===== src/rtl/acc_sequencer.sv =====
// acc_sequencer: AC/DR/E register stage wrapped around the 16-bit ALU.
// Sequences one instruction per start pulse through IDLE -> ISSUE -> CAPTURE.
// ALU ops 0-7 are captured from the external ALU. Register-reference ops 8-15
// are executed locally. done/skip are reported as registered one-cycle pulses.
module acc_sequencer #(
  parameter int unsigned W = 16
) (
  input  logic         clk,
  input  logic         rst,
  input  logic [W-1:0] bus_in,
  input  logic         ld_ac,
  input  logic         ld_dr,
  input  logic         start,
  input  logic [3:0]   op,
  input  logic [W-1:0] alu_out,
  input  logic         alu_eo,
  output logic [W-1:0] alu_a,
  output logic [W-1:0] alu_b,
  output logic [2:0]   alu_opcode,
  output logic         alu_ei,
  output logic [W-1:0] ac_out,
  output logic         e_out,
  output logic         busy,
  output logic         done,
  output logic         skip
);

  localparam int unsigned OP_W  = 4;
  localparam int unsigned AOP_W = 3;

  localparam logic [OP_W-1:0] OP_ADD = 4'd0;
  localparam logic [OP_W-1:0] OP_SUB = 4'd1;
  localparam logic [OP_W-1:0] OP_INC = 4'd2;
  localparam logic [OP_W-1:0] OP_DEC = 4'd3;
  localparam logic [OP_W-1:0] OP_AND = 4'd4;
  localparam logic [OP_W-1:0] OP_OR  = 4'd5;
  localparam logic [OP_W-1:0] OP_XOR = 4'd6;
  localparam logic [OP_W-1:0] OP_CMA = 4'd7;
  localparam logic [OP_W-1:0] OP_CLA = 4'd8;
  localparam logic [OP_W-1:0] OP_CLE = 4'd9;
  localparam logic [OP_W-1:0] OP_CME = 4'd10;
  localparam logic [OP_W-1:0] OP_CIR = 4'd11;
  localparam logic [OP_W-1:0] OP_CIL = 4'd12;
  localparam logic [OP_W-1:0] OP_SPA = 4'd13;
  localparam logic [OP_W-1:0] OP_SNA = 4'd14;
  localparam logic [OP_W-1:0] OP_SZA = 4'd15;

  typedef enum logic [1:0] {
    S_IDLE    = 2'd0,
    S_ISSUE   = 2'd1,
    S_CAPTURE = 2'd2
  } state_e;

  state_e             state_q, state_d;
  logic [W-1:0]       ac_q, ac_d;
  logic [W-1:0]       dr_q, dr_d;
  logic               e_q, e_d;
  logic [OP_W-1:0]    op_q, op_d;
  logic [AOP_W-1:0]   aop_q, aop_d;
  logic               done_q, done_d;
  logic               skip_q, skip_d;

  // Result of the latched op, computed from the current AC/E and the ALU
  logic [W-1:0]       exec_ac;
  logic               exec_e;
  logic               exec_skip;

  // Per-op result selection used on the CAPTURE -> IDLE edge
  always_comb begin
    exec_ac   = ac_q;
    exec_e    = e_q;
    exec_skip = 1'b0;
    case (op_q)
      OP_ADD, OP_SUB, OP_INC, OP_DEC: begin
        exec_ac = alu_out;
        exec_e  = alu_eo;
      end
      OP_AND, OP_OR, OP_XOR, OP_CMA: begin
        exec_ac = alu_out;
      end
      OP_CLA: exec_ac = '0;
      OP_CLE: exec_e  = 1'b0;
      OP_CME: exec_e  = ~e_q;
      OP_CIR: begin
        exec_ac = {e_q, ac_q[W-1:1]};
        exec_e  = ac_q[0];
      end
      OP_CIL: begin
        exec_ac = {ac_q[W-2:0], e_q};
        exec_e  = ac_q[W-1];
      end
      OP_SPA: exec_skip = ~ac_q[W-1];
      OP_SNA: exec_skip = ac_q[W-1];
      OP_SZA: exec_skip = (ac_q == '0);
      default: begin
        exec_ac   = ac_q;
        exec_e    = e_q;
        exec_skip = 1'b0;
      end
    endcase
  end

  // Next-state and register updates; loads only land while idle
  always_comb begin
    state_d = state_q;
    ac_d    = ac_q;
    dr_d    = dr_q;
    e_d     = e_q;
    op_d    = op_q;
    aop_d   = aop_q;
    done_d  = 1'b0;
    skip_d  = 1'b0;
    case (state_q)
      S_IDLE: begin
        if (start) begin
          // start beats ld_ac, but a coincident ld_dr feeds the new operand
          state_d = S_ISSUE;
          op_d    = op;
          aop_d   = op[AOP_W-1:0];
          if (ld_dr) dr_d = bus_in;
        end else begin
          if (ld_ac) ac_d = bus_in;
          if (ld_dr) dr_d = bus_in;
        end
      end
      S_ISSUE: begin
        // ALU operands are stable from registers this cycle
        state_d = S_CAPTURE;
      end
      S_CAPTURE: begin
        state_d = S_IDLE;
        ac_d    = exec_ac;
        e_d     = exec_e;
        done_d  = 1'b1;
        skip_d  = exec_skip;
      end
      default: begin
        state_d = S_IDLE;
      end
    endcase
  end

  // State and datapath registers with asynchronous reset
  always_ff @(posedge clk or posedge rst) begin
    if (rst) begin
      state_q <= S_IDLE;
      ac_q    <= '0;
      dr_q    <= '0;
      e_q     <= 1'b0;
      op_q    <= '0;
      aop_q   <= '0;
      done_q  <= 1'b0;
      skip_q  <= 1'b0;
    end else begin
      state_q <= state_d;
      ac_q    <= ac_d;
      dr_q    <= dr_d;
      e_q     <= e_d;
      op_q    <= op_d;
      aop_q   <= aop_d;
      done_q  <= done_d;
      skip_q  <= skip_d;
    end
  end

  assign alu_a      = ac_q;
  assign ac_out     = ac_q;
  assign alu_b      = dr_q;
  assign alu_ei     = e_q;
  assign e_out      = e_q;
  assign alu_opcode = aop_q;
  assign busy       = (state_q != S_IDLE);
  assign done       = done_q;
  assign skip       = skip_q;

endmodule


===== config.mk =====
export PLATFORM = sky130hd
export DESIGN_NAME = acc_sequencer
export DESIGN_NICKNAME = d
export VERILOG_FILES = /design/src/rtl/acc_sequencer.sv
export SDC_FILE = /design/constraint.sdc
export NUM_CORES = 1
export LEC_CHECK = 0
export CORE_ASPECT_RATIO = 1.5
export CORE_MARGIN = 3
export CORE_UTILIZATION = 43
export CTS_CLUSTER_SIZE = 24
export DETAILED_ROUTE_END_ITERATION = 6
export PLACE_DENSITY = 0.91
export SLEW_MARGIN = 20
export SYNTH_ARGS = -nofsm -noshare
export SYNTH_HDL_FRONTEND = slang
export SYNTH_SLANG_ARGS = --single-unit

===== constraint.sdc =====
create_clock -name clk -period 2.1 [get_ports clk]
set_input_delay 0.315 -clock clk [delete_from_list [all_inputs] [get_ports clk]]
set_output_delay 0.315 -clock clk [all_outputs]
set_load 0.01 [all_outputs]

## Word level (Yosys, flattened, before mapping)

Index checks and enable logic that the tools add are counted.

- Equality and inequality tests: 21
- Muxes and demuxes: 10
- Bitwise operators: 2
- Reductions and logical operators: 12

Operators with widths:

| kind | number |
|---|---|
| 16-bit one-hot mux with 4 select lines | 1 |
| 4-bit equality test (second input constant) | 8 |
| 16-bit 2-to-1 mux | 2 |
| 16-bit one-hot mux with 2 select lines | 1 |
| 4-bit by 3-bit equality test with 1-bit output (second input constant) | 4 |
| 16-bit zero test | 1 |
| 4-bit by 2-bit equality test with 1-bit output (second input constant) | 2 |
| 8-bit OR reduction | 1 |
| 2-bit inequality test (second input constant) | 3 |
| 2-bit AND reduction | 3 |
| 5-bit by 2-bit inequality test with 1-bit output (second input constant) | 1 |
| 1-bit one-hot mux with 5 select lines | 1 |
| 5-bit nonzero test | 1 |
| 4-bit by 1-bit equality test with 1-bit output (second input constant) | 1 |
| 4-bit zero test | 1 |
| 2-bit one-hot mux with 2 select lines | 1 |
| 4-bit AND reduction | 1 |
| 2-bit nonzero test | 2 |
| 4-bit OR reduction | 1 |
| 1-bit one-hot mux with 3 select lines | 1 |
| 2-bit by 1-bit equality test with 1-bit output (second input constant) | 1 |
| 2-bit equality test (second input constant) | 1 |
| 2-bit zero test | 1 |
| 1-bit 2-to-1 mux | 2 |
| other kinds (2) | 3 |

- Register bits after elaboration: 44
- Input bits: 42
- Output and inout bits: 56
- Logic and storage cells: 53

## Longest topological paths before layout

- Depth after elaboration: 4
- Gate-level depth with buffers: 7
- Mapped depth without buffers: 5

## Worst setup path after synthesis

OpenSTA, ideal clock, no wires.

- Path kind: reg-to-reg
- Start point: register state_q[1]
- End point: register dr_q[10] (netlist: alu_b[10])
- Setup time: 0.125 ns
- Arrival: 1.452 ns
- Required time: 1.975 ns
- Setup slack: 0.523 ns
- Stages on the path, launching flop included: 5
- Buffers on the path: 1
- Period minus slack after synthesis: 1.577 ns
- Path through: dfrtp_1 > or2_2 > nor2_4 > buf_4 > mux2_2

- Cells in the longest elaborated chain, start to end: 2

Ends and longest elaborated chain:

| what | RTL line | text |
|---|---|---|
| from (decl) | 54 | `state_e state_q, state_d;` |
| from (signal assigned) | 155 | `state_q <= state_d;` |
| 2-bit zero test | 113 | `case (state_q)` |
| 2-bit AND reduction (no source line) | -- |  |
| to (signal assigned) | 157 | `dr_q <= dr_d;` |
| to (decl) | 56 | `logic [W-1:0] dr_q, dr_d;` |

No other way between the ends.
A chain may end at the register's enable or synchronous reset.

## Final worst setup path

- Start point: register state_q[1]
- End point: output port busy

- Cells in the longest elaborated chain, start to end: 1

Ends and longest elaborated chain:

| what | RTL line | text |
|---|---|---|
| 2-bit nonzero test | 172 | `assign busy = (state_q != S_IDLE);` |
| to (decl) | 23 | `output logic busy,` |

No other way between the ends.

==> metrics.txt <==
number of setup buffers added after CTS 0; Setup-failing EPs final 0; Final Util 0.6397; Post-synth top flop dfrtp_1; sw frac 0.3613; DRT iter0 DRCs 86; ys async rst share 1.000; Worst Path Max Fanout 5; Netlist Area Pre-Place 0.002343 mm2; CTS resizes 0; Synth Net Count 255; register area share after synthesis 0.4378; Max VDD drop 0.0006440 V; Hold Buf Count CTS 0; cts bufs inserted 5; CTS tree done; Core Area 0.005205 mm2; clock root buffer clkbuf_8; Max Clock Skew around 0.012 ns; status finished, final reports clean; Max Freq 529.8 MHz; Least-Margin Pin Slew 0.5157 ns; post-synth top area cell dfrtp_1; Setup crit end kind output pin; combinational fraction of design power 0.477; sw power 0.001324 W; max-slew violations 0; Place WS 0.3515 ns; Die H just under 100 um; clock-pin transition on the worst setup and hold timing paths ~0.080 ns; distinct cell type count of the synthesized netlist 39; final WL 6028 um; yosys warns 0; Synth area leaders dfrtp_1 (44%), mux2_2 (8.6%), buf_4 (7.4%), o31ai_2 (5.3%), a221o_1 (5.1%); cell row count 32; Remaining Overflow, GRT 0; routability cong. 0.8518; CTS sink cnt a little over 40; worst hold path class in2async; hold_ws 0.4616 ns; Max Root-Sink Buffers 2; #FFs+latches synth between 40 and 50; CP Class reg2out; IO buf count 97; nets approximately 330; Routed WL per cell 16.70 um; LEAKAGE between 1 and 1.5 nW; largest net degree at the start of global routing 42; I/O Pins 98; final worst slack 0.2127 ns; via/cell ratio 5.327; Area Growth Syn to Fin 42.07%; H-tree level count 2; max_cap viols 0; Pre-antenna DRT Iters 4; ANT nets after route 0; Commonest cells post-synth dfrtp_1 (41), buf_4 (23), nor2_1 (19); minimum clock period 1.887 ns; crit path DAT 1.57 ns; setup TNS 0 ns; DRC violations left 0; All-Layer GR Usage 0.1915; total number of vias 1,923; Yosys top cell area share 0.4378; Flop pwr share 0.370; Die ar. 0.006390 mm2; layout cells sized above 1 0.2048; global-route wire length before repair 9501 um; starting density of the core 0.4502; Post-Syn Instances 213; most frequent cell after synthesis dfrtp_1; cell internal pwr 0.002341 W; Die X around 66 um; Worst slew margin 0.6562; Skew-Pair Late Insertion Delay 0.29 ns; vias in the first global route 1,921; antenna cells 0; initial antenna violation count 0; DP Wirelength 4522 um; final hold violations 0; Total Power ~0.0037 W; Clock Power Share 0.153; worst path required time 1.78 ns; syn avg cell area 11.00 um2; pwr/cell area 1101 mW/mm2; Post-synth EDFFs 0; RSZ-0062 raised after global routing no; crit start category flop; Period Utilization, post-route 0.8987
==> power groups by stage <==
stage	clock network, W	logic, W	registers (W)
3_5_place_dp	0	0.00176	0.00137
5_1_grt	0.000608	0.00188	0.00140
6_report	0.000561	0.00175	0.00136
4_1_cts	0.000575	0.00176	0.00135
3_3_place_gp	0	0.00172	0.00136
2_1_floorplan	0	0.000936	0.00138
==> cells by family (layout without fill, tap and decap cells) <==
group / after synthesis / after routing / synth area share
flip-flops: 41 / 41 / 0.4378
multiplexers: 20 / 20 / 0.09610
buffers and inverters: 40 / 120 / 0.1169
AND/OR/NAND/NOR: 53 / 53 / 0.1143
AO/OA/AOI/OAI: 59 / 59 / 0.2349
==> registers in the layout, summed over array words and instances (netlist names) <==
signal   flops
skip         1
op_q         4
done         1
alu_ei       1
alu_b       16
state_q      2
ac_out      16
==> per-layer routing <==
| metal | track usage | routed length (um) | up-vias |
|---|---|---|---|
| li1 | - | - | 930 |
| met4 | 0.07797 | 106 | 0 |
| met5 | 0 | 0 | - |
| met2 | 0.3215 | 3229 | 65 |
| met1 | 0.2428 | 2388 | 918 |
| met3 | 0.03241 | 304 | 10 |
==> cell type report <==
class / count / area [um2]
Fill cell: 419 / 1876
Sequential cell: 41 / 1026
Inverter: 6 / 22.52
Clock inverter: 1 / 5.005
Tap cell: 68 / 85.08
Clock buffer: 7 / 96.34
Timing Repair Buffer: 106 / 1051
Multi-Input combinational cell: 132 / 1044
==> layout by cell type, fill, tap and decap left out, drive strengths merged, types with 3 or more instances in the layout <==
cell type,netlist,final
nor4,3,3
a32o,4,4
clkdlybuf4s50,0,97
clkbuf,3,7
o31ai,16,16
mux2,20,20
a221o,12,12
inv,5,5
nand2,17,17
a221oi,4,4
o21ai,3,3
nor2,20,20
a21oi,14,14
buf,31,9
dfrtp,41,41
==> worst max-delay path, cell delays in order, from the launching register on <==
cell             delay (ns)
dfrtp_1                0.43
or2_2                  0.36
clkdlybuf4s50_1        0.49
==> worst paths after layout <==
check	startpoint	endpoint	slack (ns)	cells after the start
max	state_q[1]	busy	0.21	2
min	rst	state_q[0]	0.46	3
max reg2reg	op_q[1]	ac_out[6]	0.32	5
min reg2reg	alu_b[4]	alu_b[4]	0.51	1
max in group asynchronous	rst	alu_b[1]	1.27	3
min in group clk	alu_b[4]	alu_b[4]	0.51	1
==> metrics by stage <==
stage	instance area (um2)	instances
final	3329	361
after global placement	3228	353
after detailed placement	3228	353
after CTS	3329	361
after floorplan	2344	213
after global routing	3329	361
(Power assumes the default switching activity.)
